File: src/rtl/iteration_frame_writer.sv
// rtl/iteration_frame_writer.sv - burst requester, pixel FIFO and linear frame-buffer writer
//
// Purpose:
//   Consumer end of the rendering engine's pixel handshake. Requests bursts of
//   SET_SIZE iteration counts, buffers them in a pixel FIFO and writes one
//   8-bit pixel per accepted frame-buffer cycle at a linear address. At the
//   end of a frame the address wraps to 0, frame_done pulses and clear_frame
//   acknowledges the engine once it reports frame_ready.
//
// Optional feature macro: COLOR_MAP_EN
//   defined   : mem_wdata is RGB332, inside-set pixels are black
//   undefined : mem_wdata is the raw low byte of the iteration count
//
// Ports:
//   CLK          in   system clock
//   SYS_RESET_N  in   asynchronous active-low reset
//   render_reset in   synchronous flush, engine restarted
//   total_pixels in   pixels per frame, sampled while the address is 0
//   ready        in   engine has a burst available
//   data         in   engine burst word (HBI bits)
//   frame_ready  in   engine has emitted the whole frame
//   send_data    out  one-cycle burst request
//   clear_frame  out  one-cycle end-of-frame acknowledge
//   mem_we       out  frame-buffer write strobe
//   mem_addr     out  linear pixel address (20 bits)
//   mem_wdata    out  pixel value (8 bits)
//   mem_ready    in   frame buffer accepts the write this cycle
//   frame_done   out  one-cycle pulse after the last pixel is written
//   busy         out  high while a frame is being written

module iteration_frame_writer #(
  parameter int SET_SIZE   = 1,
  parameter int HBI        = 32,
  parameter int MAX_ITER   = 255,
  parameter int FIFO_DEPTH = 32
) (
  input  logic           CLK,
  input  logic           SYS_RESET_N,
  input  logic           render_reset,
  input  logic [20:0]    total_pixels,
  input  logic           ready,
  input  logic [HBI-1:0] data,
  input  logic           frame_ready,
  output logic           send_data,
  output logic           clear_frame,
  output logic           mem_we,
  output logic [19:0]    mem_addr,
  output logic [7:0]     mem_wdata,
  input  logic           mem_ready,
  output logic           frame_done,
  output logic           busy
);

  localparam int AW = $clog2(FIFO_DEPTH);
  localparam int CW = AW + 1;

  typedef enum logic [1:0] {
    S_IDLE,
    S_REQ,
    S_CAPTURE,
    S_GAP
  } state_e;

  state_e        state_q, state_d;
  logic [4:0]    wcnt_q, wcnt_d;

  logic [AW-1:0] wr_ptr_q, rd_ptr_q;
  logic [CW-1:0] count_q;
  logic [7:0]    pix_mem [FIFO_DEPTH];

  logic          push, pop, fifo_full;
  logic          data_inside;
  logic [7:0]    head_pix;
  logic [7:0]    pix_out;

  logic [19:0]   addr_q, addr_d;
  logic [20:0]   tp_q, tp_d, tp_eff;
  logic          last_pix, wrap;
  logic          frame_done_q, frame_done_d;
  logic          busy_q, busy_d;
  logic          clear_q, clear_d;
  logic          clr_pend_q, clr_pend_d;

  // ---------------------------------------------------------------------------
  // Request FSM
  // ---------------------------------------------------------------------------
  always_comb begin
    state_d = state_q;
    wcnt_d  = wcnt_q;
    case (state_q)
      S_IDLE: begin
        // Only ask for a burst when the whole burst is guaranteed to fit.
        if (ready && (count_q <= CW'(FIFO_DEPTH - SET_SIZE))) begin
          state_d = S_REQ;
        end
      end
      S_REQ: begin
        state_d = S_CAPTURE;
        wcnt_d  = '0;
      end
      S_CAPTURE: begin
        wcnt_d = wcnt_q + 5'd1;
        if (wcnt_q == 5'(SET_SIZE - 1)) begin
          state_d = S_GAP;
        end
      end
      S_GAP: begin
        state_d = S_IDLE;
      end
      default: begin
        state_d = S_IDLE;
      end
    endcase
  end

  always_ff @(posedge CLK or negedge SYS_RESET_N) begin
    if (!SYS_RESET_N) begin
      state_q <= S_IDLE;
      wcnt_q  <= '0;
    end else if (render_reset) begin
      state_q <= S_IDLE;
      wcnt_q  <= '0;
    end else begin
      state_q <= state_d;
      wcnt_q  <= wcnt_d;
    end
  end

  assign send_data = (state_q == S_REQ);

  // ---------------------------------------------------------------------------
  // Pixel FIFO
  // ---------------------------------------------------------------------------
  assign push        = (state_q == S_CAPTURE);
  assign mem_we      = (count_q != '0);
  assign pop         = mem_we && mem_ready;
  assign fifo_full   = (count_q == CW'(FIFO_DEPTH));
  assign data_inside = (data >= HBI'(MAX_ITER));

  always_ff @(posedge CLK) begin
    if (push) begin
      pix_mem[wr_ptr_q] <= data[7:0];
    end
  end

  always_ff @(posedge CLK or negedge SYS_RESET_N) begin
    if (!SYS_RESET_N) begin
      wr_ptr_q <= '0;
      rd_ptr_q <= '0;
      count_q  <= '0;
    end else if (render_reset) begin
      wr_ptr_q <= '0;
      rd_ptr_q <= '0;
      count_q  <= '0;
    end else begin
      if (push) begin
        wr_ptr_q <= wr_ptr_q + 1'b1;
      end
      if (pop) begin
        rd_ptr_q <= rd_ptr_q + 1'b1;
      end
      case ({push, pop})
        2'b10:   count_q <= count_q + 1'b1;
        2'b01:   count_q <= count_q - 1'b1;
        default: count_q <= count_q;
      endcase
    end
  end

  assign head_pix = pix_mem[rd_ptr_q];

`ifdef COLOR_MAP_EN
  logic inside_mem [FIFO_DEPTH];

  always_ff @(posedge CLK) begin
    if (push) begin
      inside_mem[wr_ptr_q] <= data_inside;
    end
  end

  // RGB332: R = it[2:0], G = it[5:3], B = it[7:6]; inside-set pixels are black.
  assign pix_out = inside_mem[rd_ptr_q] ? 8'h00
                                        : {head_pix[2:0], head_pix[5:3], head_pix[7:6]};
`else
  logic unused_data;
  assign unused_data = ^{data[HBI-1:8], data_inside};
  assign pix_out     = head_pix;
`endif

  // The FIFO RAM is not reset, so the data bus is forced to 0 while empty.
  assign mem_wdata = mem_we ? pix_out : 8'h00;

  // ---------------------------------------------------------------------------
  // Address counter, frame end and clear handshake
  // ---------------------------------------------------------------------------
  // total_pixels is live while the address is 0 and frozen for the rest of
  // the frame, so a change mid-frame only takes effect after the wrap.
  assign tp_eff   = (addr_q == '0) ? total_pixels : tp_q;
  assign last_pix = ({1'b0, addr_q} == (tp_eff - 21'd1));
  assign wrap     = pop && last_pix;

  always_comb begin
    addr_d       = addr_q;
    tp_d         = tp_q;
    frame_done_d = wrap;
    busy_d       = busy_q;
    clear_d      = 1'b0;
    clr_pend_d   = clr_pend_q;

    if (wrap) begin
      addr_d = '0;
    end else if (pop) begin
      addr_d = addr_q + 20'd1;
    end

    if (addr_q == '0) begin
      tp_d = total_pixels;
    end

    if (wrap) begin
      busy_d = 1'b0;
    end else if (push && (addr_q == '0)) begin
      busy_d = 1'b1;
    end

    // The acknowledge waits for frame_ready; it fires the cycle after the
    // pending flag and frame_ready are both seen.
    if (clr_pend_q && frame_ready) begin
      clear_d    = 1'b1;
      clr_pend_d = 1'b0;
    end
    if (wrap) begin
      clr_pend_d = 1'b1;
    end
  end

  always_ff @(posedge CLK or negedge SYS_RESET_N) begin
    if (!SYS_RESET_N) begin
      addr_q       <= '0;
      tp_q         <= '0;
      frame_done_q <= 1'b0;
      busy_q       <= 1'b0;
      clear_q      <= 1'b0;
      clr_pend_q   <= 1'b0;
    end else if (render_reset) begin
      addr_q       <= '0;
      tp_q         <= '0;
      frame_done_q <= 1'b0;
      busy_q       <= 1'b0;
      clear_q      <= 1'b0;
      clr_pend_q   <= 1'b0;
    end else begin
      addr_q       <= addr_d;
      tp_q         <= tp_d;
      frame_done_q <= frame_done_d;
      busy_q       <= busy_d;
      clear_q      <= clear_d;
      clr_pend_q   <= clr_pend_d;
    end
  end

  assign mem_addr    = addr_q;
  assign frame_done  = frame_done_q;
  assign busy        = busy_q;
  assign clear_frame = clear_q;

  // Requests are gated on free space, so a push into a full FIFO is a bug.
  fifo_no_overflow: assert property (
    @(posedge CLK) disable iff (!SYS_RESET_N || render_reset)
      !(push && !pop && fifo_full)
  );

endmodule

File: config.mk
export PLATFORM = sky130hd
export DESIGN_NAME = iteration_frame_writer
export DESIGN_NICKNAME = d
export VERILOG_FILES = /design/src/rtl/iteration_frame_writer.sv
export SDC_FILE = /design/constraint.sdc
export NUM_CORES = 1
export LEC_CHECK = 0
export ABC_CLOCK_PERIOD_IN_PS = 10500
export BUFFER_PORTS_ARGS = -buffer_cell sky130_fd_sc_hd__buf_2
export CAP_MARGIN = 10
export CELL_PAD_IN_SITES_DETAIL_PLACEMENT = 0
export CELL_PAD_IN_SITES_GLOBAL_PLACEMENT = 1
export CORE_ASPECT_RATIO = 0.5
export CORE_MARGIN = 4
export CORE_UTILIZATION = 55
export CTS_CLUSTER_SIZE = 30
export DETAILED_ROUTE_END_ITERATION = 10
export PLACE_DENSITY_LB_ADDON = 0.25
export SLEW_MARGIN = 15
export SYNTH_ARGS = -nofsm -noshare
export SYNTH_HDL_FRONTEND = slang
export SYNTH_SLANG_ARGS = --single-unit
File: constraint.sdc
create_clock -name CLK -period 10.5 [get_ports CLK]
set_clock_uncertainty 0.05 [all_clocks]
set_input_delay 1.05 -clock CLK [delete_from_list [all_inputs] [get_ports CLK]]
set_output_delay 1.05 -clock CLK [all_outputs]
set_load 0.01 [all_outputs]
==> metrics.yaml, run 1 <==
crit_path_end_kind: "flop"
cts_tree: "built"
dp_cells: 1384
grt_usage: 0.235
die_y_microns: 124
p_leak_nw: 5.74
hold_class: "flop to flop"
status: "finished clean"
synth_edf_count: 256
finalNonFillerCells: 1436
worstMarginPinSlew_ns: 1.14
critPathMaxFanout: 20
layout-drive-gt1-share: 0.206
cts_buffers: 28
syn2layout_area_growth_pct: 11.4
grt.busiest_layer: "met2"
drt_iter0_drc: 1015
cts_resized: 0
wl_per_cell_microns: 23.9
nets: 1139
synth_top_area_share: 0.519
design_area_sq_um: 16500
use_met1: 0.351
drv_slew: 0
critPathLaunchType: "flop"
ys_warn_count: 0
io_pins: 92
maxSlewHeadroom: 0.231
rows: 42
diodes: 0
grt_pass1_wl_microns: 53100
maxCapViolations: 0
async_reset_ff_frac: 0.210
critPathKind: "flop to flop"
via_count: 9020
core-area_sq_um: 26500
clk_pin_slew_ns: 0.06
required_ns: 10.85
netlist_area_sq_um: 14800
antenna_found_initial: 0
grt_util_met2: 0.369
drt_pass1_iterations: 5
grt_overflow: 0
drtAntennaViolNets: 0
clock_path_buffers: 3
syn_area_per_cell_sq_um: 14.7
yosysUniqueCellTypes: 63
cts.sinks: 324
grt_pass1_vias: 8874
rsz0062_at_grt: "false"
clk_root_buffer_cell: "clkbuf_16"
period_share: 0.580
drcViolationCount: 0
start_util: 0.560
cts_max_level: 1
post_cts_buffers: 0
grt_max_degree: 69
routed_wl_microns: 34300
gp_congestion: 0.875
hold_viol: 0
ys_ff_latch: 324
tns_ns: 0
timing.fmax_ghz: 0.164
p_per_area_nw_per_um2: 219
ys.flop_type: "edfxtp_1"
place.detailed.hpwl_microns: 21600
post-route-min-period_ns: 6.09
met3_usage: 0.0425
finalSetupViolCount: 0
synth.top_cells.by_area: "edfxtp_1, mux4_2, dfrtp_1"
cp_data_arrival_time_ns: 6.43
cts_hold_buf: 0
io_buffers: 67
fp.dieArea_sq_um: 29800
die-width_microns: 240
vias_per_cell: 6.28
place_area_sq_um: 15500
insertion_delay_ns: 0.56
yosys-top-cells-count: "edfxtp_1, nor2_1, mux4_2, dfrtp_1, nand2_1"
seq_area_frac_synth: 0.633
synth_cells: 1009
vdd_drop_max_mv: 0.164
yosys.area.top_type: "edfxtp_1"
yosysMostFrequentCell: "edfxtp_1"
synthesis.nets: 1086
[state kept, by name, summed over array words and instances (netlist names), 2 cells and up]
name / cells
tp_q: 21
pix_mem: 256
rd_ptr_q: 5
wr_ptr_q: 5
count_q: 6
mem_addr: 20
wcnt_q: 5
state_q: 2
[kinds of logic (layout without fill, tap and decap cells)]
| family | Yosys count | count (layout) | synth area share |
|---|---|---|---|
| AOI/OAI and AO/OA | 107 | 107 | 0.0489 |
| xor gates and xnor gates | 63 | 63 | 0.0372 |
| buffers and inverters | 79 | 154 | 0.0212 |
| adders and majority gates | 18 | 18 | 0.0157 |
| DFF | 324 | 324 | 0.633 |
| muxes | 105 | 105 | 0.139 |
| and+or+nand+nor | 313 | 313 | 0.105 |
[power by group]
part / internal (mW) / switching (mW) / leakage, nW
Sequential: 1.44 / 0.0683 / 3.22
Combinational: 0.410 / 0.549 / 2.03
Clock: 0.667 / 0.480 / 0.489
[cell type report]
cell class | instances | area [sq um]
Clock inverter | 20 | 308
Sequential cell | 324 | 9390
Fill cell | 1928 | 9970
Timing Repair Buffer | 85 | 473
Inverter | 17 | 63.8
Multi-Input combinational cell | 606 | 5120
Tap cell | 352 | 440
Clock buffer | 32 | 716
[final timing paths]
| check | startpoint | cells past startpoint | slack [ns] | endpoint |
|---|---|---|---|---|
| max reg2reg | mem_addr[5]$_DFFE_PN0P_ | 14 | 4.41 | mem_addr[16]$_DFFE_PN0P_ |
| min | clr_pend_q$_DFFE_PN0P_ | 1 | 0.48 | clear_frame$_DFF_PN0_ |
| max in group asynchronous | SYS_RESET_N | 1 | 9.16 | rd_ptr_q[0]$_DFFE_PN0P_ |
| min reg2reg | clr_pend_q$_DFFE_PN0P_ | 1 | 0.48 | clear_frame$_DFF_PN0_ |
| max | mem_addr[5]$_DFFE_PN0P_ | 14 | 4.41 | mem_addr[16]$_DFFE_PN0P_ |
| min in group asynchronous | SYS_RESET_N | 1 | 0.56 | clear_frame$_DFF_PN0_ |
[layout by cell type (no fill, tap or decap), types with 23 or more instances in the layout]
cell type and n:
edfxtp_1 256, dfrtp_1 66, nor2_1 105, a21oi_1 38, nor3_1 26, buf_2 66, mux4_2 80, nand2_1 56
clkbuf_16 28, mux2i_1 23, xor2_1 24, xnor2_1 39
[critical path, cell delays in order, from the launching register on]
cell	delay, ns
dfrtp_1	0.56
nor4_1	0.48
nand3_1	0.43
nor2_2	0.61
mux2i_1	0.34
ha_1	0.31
nor3b_1	0.40
nor4bb_1	0.33
xnor2_1	0.18
mux2i_1	0.29
o311ai_0	0.19
or4_1	0.42
or4_4	0.45
o31ai_4	0.76
nor2_1	0.12
[per-layer routing]
metal	share of wire	up-vias	wire [microns]
met5	0	-	0
met4	0.022	0	741
met3	0.071	52	2450
met2	0.46	359	15900
met1	0.44	4602	15200
li1	-	4007	-
[per-stage QoR]
stage | util | hold WS, ns | setup WS, ns | total power [mW]
5_1_grt | 0.624 | 0.509 | 3.92 | 3.78
2_1_floorplan | - | 0.425 | 5.49 | 2.21
6_report | 0.624 | 0.476 | 4.41 | 3.61
4_1_cts | 0.624 | 0.489 | 4.45 | 3.62
3_3_place_gp | 0.585 | 0.451 | 4.60 | 2.47
3_5_place_dp | 0.585 | 0.482 | 4.47 | 2.48
Note: power is estimated with default switching activity, not from simulation.
==> run 2, diff against run 1 <==
--- a/config.mk
+++ b/config.mk
@@ -5,14 +5,14 @@
 export SDC_FILE = /design/constraint.sdc
 export NUM_CORES = 1
 export LEC_CHECK = 0
-export ABC_CLOCK_PERIOD_IN_PS = 10500
+export ABC_CLOCK_PERIOD_IN_PS = 5800
 export BUFFER_PORTS_ARGS = -buffer_cell sky130_fd_sc_hd__buf_2
 export CAP_MARGIN = 10
 export CELL_PAD_IN_SITES_DETAIL_PLACEMENT = 0
 export CELL_PAD_IN_SITES_GLOBAL_PLACEMENT = 1
 export CORE_ASPECT_RATIO = 0.5
 export CORE_MARGIN = 4
-export CORE_UTILIZATION = 55
+export CORE_UTILIZATION = 51
 export CTS_CLUSTER_SIZE = 30
 export DETAILED_ROUTE_END_ITERATION = 10
 export PLACE_DENSITY_LB_ADDON = 0.25
==> constraint.sdc (replaced) <==
create_clock -name CLK -period 5.8 [get_ports CLK]
set_clock_uncertainty 0.05 [all_clocks]
set_input_delay 0.58 -clock CLK [delete_from_list [all_inputs] [get_ports CLK]]
set_output_delay 0.58 -clock CLK [all_outputs]
set_load 0.01 [all_outputs]
==> metrics.yaml, run 2 (synthesis results as in run 1) <==
timing.rr.start: "mem_addr[7]$_DFFE_PN0P_"
rsz0062_at_grt: "false"
crit_path_cell_trace: "nor4_1 > nand3_1 > buf_4 > nor2_2 > mux2i_1 > ha_1 > nor3b_1 > nor4bb_1 > xnor2_1 > mux2i_1 > o311ai_0 > or4_1 > or4_4 > o31ai_4 > buf_4 > o31ai_1"
place.detailed.hpwl_microns: 22300
critPathKind: "flop to flop"
post-route-min-period_ns: 5.16
maxSlewHeadroom: 0.333
p_leak_nw: 5.77
cp_data_arrival_time_ns: 5.55
grt_pass1_wl_microns: 53400
via_count: 8988
io_pins: 92
r2r_cells: 16
dp_cells: 1423
finalSetupViolCount: 0
nets: 1149
antenna_found_initial: 0
clock_path_buffers: 3
post_cts_buffers: 0
worst-path-stages: 16
worst-path-buf-inv: 2
die_y_microns: 129
crit_path_end_kind: "flop"
drv_slew: 0
layout-drive-gt1-share: 0.211
start_util: 0.527
mostFrequentLayoutCell: "edfxtp_1"
regToRegSetupSlack_ns: 0.64
cts_tree: "built"
tns_ns: 0
drt_pass1_iterations: 5
drcViolationCount: 0
hold_class: "primary input to asynchronous set/reset pin"
drt_iter0_drc: 863
r2r_end: "mem_addr[0]$_DFFE_PN0P_"
required_ns: 6.19
worstMarginPinSlew_ns: 1.00
timing.fmax_ghz: 0.194
syn2layout_area_growth_pct: 11.8
grt_usage: 0.216
insertion_delay_ns: 0.56
finalNonFillerCells: 1475
setup_ws_ns: 0.642
vdd_drop_max_mv: 0.230
critPathLaunchType: "flop"
status: "finished clean"
io_buffers: 67
wl_per_cell_microns: 23.2
hold_viol: 0
core-area_sq_um: 28100
maxCapViolations: 0
drtAntennaViolNets: 0
cts_max_level: 1
rows: 43
largest_reg_flops: 256
dp_worst_setup_slack_ns: 0.664
cts_hold_buf: 0
crit_family: "simple AND/OR/NAND/NOR gates"
fill_cells: 2145
regMostFlops: "pix_mem"
final_cell_mix: "edfxtp_1, nor2_1, mux4_2"
grt_pass1_vias: 9065
diodes: 0
cp-endpoint: "mem_addr[0]$_DFFE_PN0P_"
grt_max_degree: 69
clk_root_buffer_cell: "clkbuf_16"
vias_per_cell: 6.09
cts_buffers: 28
cts.sinks: 324
hold_slack_ns: 0.165
fp.dieArea_sq_um: 32000
cts_resized: 0
grt_overflow: 0
gp_congestion: 0.901
slowest_delay_ns: 0.55
die-width_microns: 249
startpoint: "mem_addr[7]$_DFFE_PN0P_"
period_share: 0.889
p_per_area_nw_per_um2: 389
routed_wl_microns: 34200
slowest_stage: "nor4_1"
finalPower_mw: 6.44
critPathMaxFanout: 20
clk_pin_slew_ns: 0.07
-- run 2: changes by cell type in the layout (fill, tap and decap cells not counted), moves of 2 or more --
cell        delta
buf_4          +8
clkinv_1       +4
bufinv_16      -3
clkbuf_1       -2
clkinv_2       +2
clkinvlp_4     -2
-- run 2: metrics by stage --
step / instance area [sq um] / util
detailed placement: 15600 / 0.554
global placement: 15600 / 0.554
floorplan: 14800 / -
CTS: 16500 / 0.588
finish: 16600 / 0.589
global route: 16600 / 0.589
-- run 2: where the power goes --
group | internal, mW | total [mW] | switching [mW]
logic | 0.772 | 1.77 | 0.994
registers | 2.60 | 2.75 | 0.145
clock network | 1.07 | 1.93 | 0.857
total | 4.44 | 6.44 | 2.00
-- run 2: worst min-delay path by stage --
stage | startpoint | to | slack, ns | depth (start not counted)
2_1_floorplan | SYS_RESET_N | busy$_DFFE_PN0P_ | 0.23 | 0
3_5_place_dp | clr_pend_q$_DFFE_PN0P_ | clear_frame$_DFF_PN0_ | 0.47 | 1
6_report | SYS_RESET_N | mem_addr[10]$_DFFE_PN0P_ | 0.17 | 2
5_1_grt | total_pixels[6] | tp_q[6]$_DFF_PN0_ | 0.24 | 3
3_3_place_gp | state_q[1]$_DFFE_PN0P_ | state_q[1]$_DFFE_PN0P_ | 0.44 | 2
4_1_cts | SYS_RESET_N | mem_addr[17]$_DFFE_PN0P_ | 0.21 | 2
-- run 2: layout make-up --
type	instances	area [sq um]	share of cell area
inverters	17	63.8	0.00385
repair buffers	95	566	0.0341
clock buffers	30	708	0.0427
multi-input cells	606	5130	0.310
well taps	382	478	0.0288
flip-flops and latches	324	9390	0.567
clock inverters	21	230	0.0139
-- run 2: worst reg2reg max path, cell delays in order (launching register included) --
cell	delay (ns)
dfrtp_1	0.47
nor4_1	0.55
nand3_1	0.14
buf_4	0.20
nor2_2	0.16
mux2i_1	0.27
ha_1	0.30
nor3b_1	0.39
nor4bb_1	0.33
xnor2_1	0.18
mux2i_1	0.30
o311ai_0	0.21
or4_1	0.44
or4_4	0.47
o31ai_4	0.22
buf_4	0.27
o31ai_1	0.10
-- run 2: layer usage --
metal | up-vias | track usage | part of all wire
met5 | - | 0 | 0
met4 | 0 | 0.0501 | 0.025
met3 | 55 | 0.0438 | 0.070
met2 | 324 | 0.359 | 0.47
met1 | 4594 | 0.302 | 0.43
li1 | 4015 | - | -
